**config.mk**
```make
export PLATFORM = sky130hd
export DESIGN_NAME = lif_array
export DESIGN_NICKNAME = d
export VERILOG_FILES = /design/src/rtl/lif_pkg.sv /design/src/rtl/lif_update.sv /design/src/rtl/lif_array.sv
export SDC_FILE = /design/constraint.sdc
export NUM_CORES = 1
export LEC_CHECK = 0
export CORE_UTILIZATION = 49
export CTS_CLUSTER_SIZE = 25
export DETAILED_ROUTE_END_ITERATION = 8
export PLACE_DENSITY = 0.86
export SLEW_MARGIN = 15
export SYNTH_ARGS = -nofsm -noshare
export SYNTH_HDL_FRONTEND = slang
export SYNTH_SLANG_ARGS = --single-unit
export TNS_END_PERCENT = 30
```
**constraint.sdc**
```tcl
create_clock -name clk -period 4.6 [get_ports clk]
set_clock_uncertainty 0.2 [all_clocks]
set_input_delay 0.92 -clock clk [delete_from_list [all_inputs] [get_ports clk]]
set_output_delay 0.92 -clock clk [all_outputs]
set_load 0.02 [all_outputs]
```
**src/rtl/lif_pkg.sv**
```systemverilog
// Shared constants for the leaky integrate-and-fire neuron array:
// default parameter values, refractory counter width and the width rule
// for the unsaturated integration sum.
package lif_pkg;

  localparam int DEF_NUM_CH     = 4;
  localparam int DEF_W          = 8;
  localparam int DEF_LEAK_SHIFT = 1;
  localparam int DEF_THRESHOLD  = 200;
  localparam int DEF_REFRAC     = 2;

  // Refractory lengths go up to 15 updates.
  localparam int REFRAC_W = 4;

  // state - leak + stim never exceeds 2*(2^w-1), so one extra bit is enough
  // to see the overflow before saturating back to w bits.
  function automatic int sum_width(input int w);
    return w + 1;
  endfunction

endpackage

```
**src/rtl/lif_update.sv**
```systemverilog
// Combinational update of one LIF channel: leak, integrate, saturate,
// threshold test and refractory countdown. A single instance is shared by
// all channels through the channel pointer in lif_array.
module lif_update
  import lif_pkg::*;
#(
  parameter int W          = DEF_W,
  parameter int LEAK_SHIFT = DEF_LEAK_SHIFT,
  parameter int THRESHOLD  = DEF_THRESHOLD,
  parameter int REFRAC     = DEF_REFRAC
) (
  input  logic [W-1:0]        state,
  input  logic [REFRAC_W-1:0] refrac,
  input  logic [W-1:0]        stim,
  output logic [W-1:0]        next_state,
  output logic [REFRAC_W-1:0] next_refrac,
  output logic                spike
);

  localparam int SW = sum_width(W);
  localparam logic [SW-1:0]       SAT_LIMIT = {1'b0, {W{1'b1}}};
  localparam logic [W-1:0]        THR       = W'(THRESHOLD);
  localparam logic [REFRAC_W-1:0] REF_LOAD  = REFRAC_W'(REFRAC);
  localparam logic [REFRAC_W-1:0] REF_ONE   = REFRAC_W'(1);

  logic [SW-1:0] sum;
  logic [W-1:0]  sat;

  // Integrate in W+1 bits, clamp to full scale, then decide fire/refractory.
  always_comb begin
    sum         = {1'b0, state} - {1'b0, (state >> LEAK_SHIFT)} + {1'b0, stim};
    sat         = (sum > SAT_LIMIT) ? {W{1'b1}} : sum[W-1:0];
    next_state  = '0;
    next_refrac = '0;
    spike       = 1'b0;
    if (refrac != '0) begin
      next_refrac = refrac - REF_ONE;
    end else if (sat >= THR) begin
      spike       = 1'b1;
      next_refrac = REF_LOAD;
    end else begin
      next_state  = sat;
    end
  end

endmodule

```
**src/rtl/lif_array.sv**
```systemverilog
// Time-multiplexed array of NUM_CH leaky integrate-and-fire neurons.
// One channel is updated per enabled cycle in round-robin order; a frame
// ends after channel NUM_CH-1 and is flagged by a one-cycle frame_done.
// Optional total spike counter: define LIF_ARRAY_SPIKE_CNT_EN.
//
// Flow control: ena is a plain enable with no back-pressure. A cycle with
// ena=1 performs exactly one channel update; a cycle with ena=0 freezes
// pointer, states, refractory counters, spike_out, frame_done and spike_cnt.
module lif_array
  import lif_pkg::*;
#(
  parameter int NUM_CH     = DEF_NUM_CH,
  parameter int W          = DEF_W,
  parameter int LEAK_SHIFT = DEF_LEAK_SHIFT,
  parameter int THRESHOLD  = DEF_THRESHOLD,
  parameter int REFRAC     = DEF_REFRAC
) (
  input  logic                       clk,
  input  logic                       rst_n,
  input  logic                       ena,
  input  logic [NUM_CH*W-1:0]        stim_in,
  input  logic [$clog2(NUM_CH)-1:0]  sel_in,
  output logic [W-1:0]               state_out,
  output logic [NUM_CH-1:0]          spike_out,
  output logic                       frame_done,
  output logic [15:0]                spike_cnt
);

  localparam int PW = $clog2(NUM_CH);
  localparam logic [PW-1:0] LAST    = PW'(NUM_CH - 1);
  localparam logic [PW-1:0] PTR_ONE = PW'(1);

  logic [PW-1:0]       ptr;
  logic [W-1:0]        state  [NUM_CH];
  logic [REFRAC_W-1:0] refrac [NUM_CH];

  logic [W-1:0]        cur_state;
  logic [REFRAC_W-1:0] cur_refrac;
  logic [W-1:0]        cur_stim;
  logic [W-1:0]        sel_state;
  logic [W-1:0]        upd_state;
  logic [REFRAC_W-1:0] upd_refrac;
  logic                upd_spike;

  // Pointer mux into the shared update unit, plus the observation mux
  // (out-of-range selects read as 0).
  always_comb begin
    cur_state  = '0;
    cur_refrac = '0;
    cur_stim   = '0;
    sel_state  = '0;
    for (int c = 0; c < NUM_CH; c++) begin
      if (ptr == PW'(c)) begin
        cur_state  = state[c];
        cur_refrac = refrac[c];
        cur_stim   = stim_in[c*W +: W];
      end
      if (sel_in == PW'(c)) begin
        sel_state = state[c];
      end
    end
  end

  lif_update #(
    .W          (W),
    .LEAK_SHIFT (LEAK_SHIFT),
    .THRESHOLD  (THRESHOLD),
    .REFRAC     (REFRAC)
  ) u_update (
    .state       (cur_state),
    .refrac      (cur_refrac),
    .stim        (cur_stim),
    .next_state  (upd_state),
    .next_refrac (upd_refrac),
    .spike       (upd_spike)
  );

  // Write back the pointed channel, advance the pointer, flag frame end.
  always_ff @(posedge clk or negedge rst_n) begin
    if (!rst_n) begin
      ptr        <= '0;
      spike_out  <= '0;
      frame_done <= 1'b0;
      state_out  <= '0;
      for (int c = 0; c < NUM_CH; c++) begin
        state[c]  <= '0;
        refrac[c] <= '0;
      end
    end else begin
      state_out <= sel_state;
      if (ena) begin
        for (int c = 0; c < NUM_CH; c++) begin
          if (ptr == PW'(c)) begin
            state[c]     <= upd_state;
            refrac[c]    <= upd_refrac;
            spike_out[c] <= upd_spike;
          end
        end
        ptr        <= (ptr == LAST) ? '0 : ptr + PTR_ONE;
        frame_done <= (ptr == LAST);
      end
    end
  end

`ifdef LIF_ARRAY_SPIKE_CNT_EN
  logic [15:0] cnt;

  // Count firing updates, sticking at full scale.
  always_ff @(posedge clk or negedge rst_n) begin
    if (!rst_n) begin
      cnt <= '0;
    end else if (ena && upd_spike && (cnt != 16'hFFFF)) begin
      cnt <= cnt + 16'd1;
    end
  end

  assign spike_cnt = cnt;
`else
  assign spike_cnt = '0;
`endif

endmodule

```
==> results of run 1 <==
[repair_timing]
action                                 4_1_cts  5_1_grt
pin swaps                                    0        4
setup buffers                                0       10
gates cloned                                 0        2
resized for setup                            4       30
setup endpoints to repair                    4       40
endpoints found under the hold margin        0        0
[critical path, delay by kind of cell (launching register included)]
family                     cells  cell delay (ns)
and+or+nand+nor                5             0.82
buffers and inverters          5             0.59
DFF                            1             0.39
adders and majority gates      3             1.19
AOI/OAI and AO/OA              7             1.20
[registers in the layout (all words and copies together) (netlist names)]
signal	cells
state	32
ptr	2
state_out	8
frame_done	1
refrac	16
spike_out	4
[cell usage after synthesis (3+ instances only)]
| master | instances |
|---|---|
| dfrtp_1 | 63 |
| nand2_1 | 61 |
| o21ai_0 | 43 |
| a21oi_1 | 38 |
| nor2_1 | 37 |
| inv_1 | 23 |
| clkbuf_1 | 17 |
| a22oi_1 | 16 |
| buf_4 | 16 |
| ha_1 | 16 |
| o31ai_1 | 14 |
| nand3_1 | 9 |
| a21o_1 | 8 |
| mux4_2 | 8 |
| fa_1 | 7 |
| buf_1 | 6 |
| mux2_2 | 5 |
| o211ai_1 | 3 |
| o22ai_1 | 3 |
[stage by stage]
step                      std cells  TNS (ns)  util (%)  hold WS [ns]
after floorplan                 446         0         -         0.248
after global placement          572         0      58.3         0.262
after detailed placement        572    -0.847      58.3         0.267
after CTS                       587         0      61.2         0.283
after global routing            599    -0.969      63.9         0.306
final                           599         0      63.9         0.287
[cell type report]
| class | instances | area share, % |
|---|---|---|
| clock buffer | 9 | 2.49 |
| multi-input combinational | 320 | 45.3 |
| timing repair buffer | 76 | 14.5 |
| clock inverter | 6 | 1.74 |
| inverter | 23 | 1.74 |
| sequential | 63 | 31.7 |
| tap | 102 | 2.57 |
[metal layers]
layer  up-vias  wire length [um]
met5         -                 0
met4         0               195
met3        19               552
met2       129              5020
met1      1698              4030
li1       1611                 -
[final timing paths]
kind / start / end / depth (start not counted)
min in group asynchronous: rst_n / refrac[2] / 1
max in group asynchronous: rst_n / state_out[1] / 2
hold / removal: refrac[0] / refrac[0] / 2
setup / recovery: ptr[0] / state[21] / 20
hold reg to reg: refrac[0] / refrac[0] / 2
setup reg to reg: ptr[0] / state[21] / 20
[logic make-up after synthesis]
family / Yosys count
compound gates: 144
xor+xnor: 4
fa+ha+maj: 23
buf+inv: 64
flops: 63
mux: 14
other cells: 1
simple gates: 118
==> out/metrics.cfg, run 1 <==
[cells_and_area]
syn_to_final_growth_pct=26.2
final_common_cell=dfrtp_1
layout-drive-gt1-share_pct=17.9
n_antenna_cell=0
final_cell_mix=dfrtp_1, nand2_1, clkdlybuf4s50_1, o21ai_0
multi_input_comb_area_um2=2250
seqCellArea_um2=1580
nets=553
nFillCells=608
postLayoutCellArea_um2=4970

[drt]
wl_per_cell_um=16.4
drc=0
drtPass1Iterations=5
first_iter_violations=230
num_vias=3457
antenna_left=0
via_per_inst=5.77
wl_um=9800

[sta]
hold_viol=0
setup_viol=0
relSlewSlack_pct=41.5
finalCritPeriodShare_pct=97.7
rsz0062_at_grt=yes
final.setup.worst_slack_ns=0.105
drv_slew=0
tightest_slew_ns=0.876
clock.fmax_ghz=0.222
min_period_ns=4.50

[clock_network]
cts.clk_slew.worst_paths_ns=0.07
clock_path_buffers=2
cts_tree=done
htreeDepth=3
cts_buffers=9
root_buffer=clkbuf_8
hold_buffers=0
clock_latency_ns=0.34
clock-sinks=63

[placement]
pre_cts_slack_ns=-0.0930
place_hpwl_um=6830
globalplace.congestion=0.933
io_buffers=49
placed_area_um2=4530

[synthesis]
ys_seq_area_share_pct=40.1
synth_area_um2=3940
async_flop_share_pct=100
synth_top_area_share_pct=40.1
synthMuxAreaShare_pct=6.26
synthTopCellsByArea=dfrtp_1, nand2_1, o21ai_0
synth-seq-cells=63
synth_area_per_cell_um2=9.13
yosysWarnings=0
synth_edf_count=0
synth-simple-area-share_pct=12.7
yosysTopAreaCell=dfrtp_1
synth_compound_area_share_pct=23.5
synth.distinct_cells=50
synth_top_family_by_area=compound AO/OA/AOI/OAI gates
synthCells=431
synth_xor_area_share_pct=0.890
ys.flop_type=dfrtp_1
synthAdderAreaFrac_pct=8.65

[global_route]
antenna_found_initial=0
use_met1_pct=31.0
grt_pass1_vias=3213
track_usage_pct=23.6
overflow=0
grt_max_degree=40
grt_pass1_wl_um=15400
grt-busiest-layer=met2
met3_usage_pct=4.48
met2_usage_pct=38.9

[setup_path]
path_max_fanout=5
cp.arrival_ns=4.54
cp.required_ns=4.64
cp-start-kind=flip-flop
max_stage_delay_ns=0.54
rrSetupSlack_ns=0.10
path_cells=inv_2, ha_1, nor2b_4, buf_2, a22oi_2, nor2_1, a21oi_1, nor2_1, a21o_1, fa_1, inv_1, fa_2, a211oi_2, buf_4, o211a_1, a221o_1, buf_4, nor3b_4, nand3_1, o21ai_1
timing.setup.critical_path_class=flip-flop to flip-flop
slowest_stage=fa_1
endpoint_kind=flip-flop

[floorplan]
core_um2=7770
die_w_um=91.6
fp.dieH_um=91.6
io_pins=66
initial_core_util_pct=50.7
design.die.area_um2=8400
rows=32

[job]
drv_cap=0

[min_path]
hold_class=flip-flop to flip-flop

[outcome]
outcome=complete, no violations

Power of run 1 is not shown: default switching activity piles up to over one toggle a cycle in this logic, so the estimate is an artifact.
==> run 2, diff against run 1 <==
--- a/config.mk
+++ b/config.mk
@@ -5,6 +5,8 @@
 export SDC_FILE = /design/constraint.sdc
 export NUM_CORES = 1
 export LEC_CHECK = 0
+export CAP_MARGIN = 10
+export CORE_ASPECT_RATIO = 0.9
 export CORE_UTILIZATION = 49
 export CTS_CLUSTER_SIZE = 25
 export DETAILED_ROUTE_END_ITERATION = 8
==> run 2 against run 1 <==
Against the previous run: core utilization is 0.12 points higher; fmax is 1.2% lower; flip-flop and latch count is the same; register-to-register slack got worse by 0.05 ns; critical path depth unchanged; clock-buffer cell count increased by 3.
==> out/metrics.cfg, run 2 (synthesis results as in run 1) <==
[outcome]
outcome=complete, no violations

[setup_path]
cp.required_ns=4.63
cp.arrival_ns=4.58
reg2reg_from=ptr[0]
worstRegToRegCells=20
path_max_fanout=7
timing.setup.critical_path_class=flip-flop to flip-flop
rrSetupSlack_ns=0.05
worstReg2RegEnd=state[25]
endpoint_kind=flip-flop
cp-start-kind=flip-flop

[cells_and_area]
top_regs=state: 32 flops, refrac: 16 flops, state_out: 8 flops
layout-drive-gt1-share_pct=16.9
top_register=state
final_common_cell=dfrtp_1
final_cell_mix=dfrtp_1, nand2_1, clkdlybuf4s50_1, o21ai_0, nor2_1
largest_reg_flops=32
nFillCells=594
postLayoutCellArea_um2=4900
n_antenna_cell=0
nets=548
syn_to_final_growth_pct=24.6

[sta]
clock.fmax_ghz=0.220
rsz0062_at_grt=yes
finalCritPeriodShare_pct=98.9
min_period_ns=4.55
tightest_slew_ns=0.939
setup_viol=0
hold_viol=0
relSlewSlack_pct=37.3
drv_slew=0
hold_slack_ns=0.288

[floorplan]
initial_core_util_pct=51.4
core_um2=7660
design.die.area_um2=8400
rows=30
fp.dieH_um=87.0
io_pins=66
die_w_um=96.5

[clock_network]
clock_latency_ns=0.34
clock-sinks=63
cts.clk_slew.worst_paths_ns=0.07
cts_tree=done
root_buffer=clkbuf_8
clock_path_buffers=2
cts_buffers=9
htreeDepth=3
hold_buffers=0

[global_route]
grt_max_degree=34
track_usage_pct=24.8
antenna_found_initial=0
grt_pass1_vias=3355
overflow=0
grt_pass1_wl_um=15700

[placement]
io_buffers=49
placed_area_um2=4520
globalplace.congestion=0.837
place_hpwl_um=6980

[min_path]
min_from=refrac[6]
hold_class=flip-flop to flip-flop
hold_end=refrac[6]
min_path_cells=2

[drt]
wl_um=10200
drtPass1Iterations=5
wl_per_cell_um=17.4
num_vias=3463
antenna_left=0
first_iter_violations=293
drc=0
via_per_inst=5.89

[job]
drv_cap=0

[run 2: what timing repair did]
item / 4_1_cts / 5_1_grt
setup endpoints to repair: 34 / 40
setup buffers: 1 / 3
gates resized for setup: 3 / 26
pin swaps: 1 / 5
gates cloned: 1 / 0
[run 2: area by class of cell]
type	count	area, um^2	share of cell area (%)
Clock inverter	3	65.1	1.33
Timing Repair Buffer	71	663	13.5
Tap cell	96	120	2.45
Clock buffer	12	165	3.37
Sequential cell	63	1580	32.1
Multi-Input combinational cell	320	2230	45.4
Inverter	23	86.3	1.76
[run 2: worst max-delay path by stage]
| stage | depth (start not counted) | endpoint | slack, ns | from |
|---|---|---|---|---|
| 2_1_floorplan | 18 | spike_out[3] | 0.24 | ptr[1] |
| 3_3_place_gp | 16 | spike_out[0] | 0.03 | stim_in[9] |
| 3_5_place_dp | 16 | state[21] | -0.11 | stim_in[9] |
| 4_1_cts | 19 | refrac[13] | 0.02 | ptr[1] |
| 5_1_grt | 21 | spike_out[3] | -0.07 | ptr[1] |
| 6_report | 20 | state[25] | 0.05 | ptr[0] |
[run 2: per-layer routing]
metal | GRT usage (%) | vias up | routed length [um]
met5 | 0 | - | 0
met4 | 10.2 | 0 | 236
met3 | 5.41 | 24 | 586
met2 | 40.6 | 146 | 5170
met1 | 31.7 | 1692 | 4260
li1 | - | 1601 | -
[run 2: through the flow]
step	instances	utilization (%)	TNS (ns)	setup slack (ns)
2_1_floorplan	446	-	0	0.238
3_3_place_gp	568	59.1	0	0.0324
3_5_place_dp	568	59.1	-0.796	-0.111
4_1_cts	585	62.5	0	0.0240
5_1_grt	588	64.1	-1.02	-0.0713
6_report	588	64.1	0	0.0501
[run 2: critical path, cell delays in order, from the launching register on]
cell and delay (ns):
dfrtp_1 0.39, buf_4 0.14, ha_1 0.23, buf_4 0.18, a22oi_1 0.17, nor2_1 0.06
a21oi_1 0.24, nor2_2 0.09, a21o_1 0.19, ha_1 0.28, inv_1 0.05, ha_2 0.22
fa_2 0.41, a211oi_2 0.19, buf_4 0.15, o211a_1 0.15, a221o_1 0.16, nor3b_4 0.30
buf_4 0.18, nand3_1 0.16, o21ai_0 0.28
Power of run 2 is left out for the same reason.
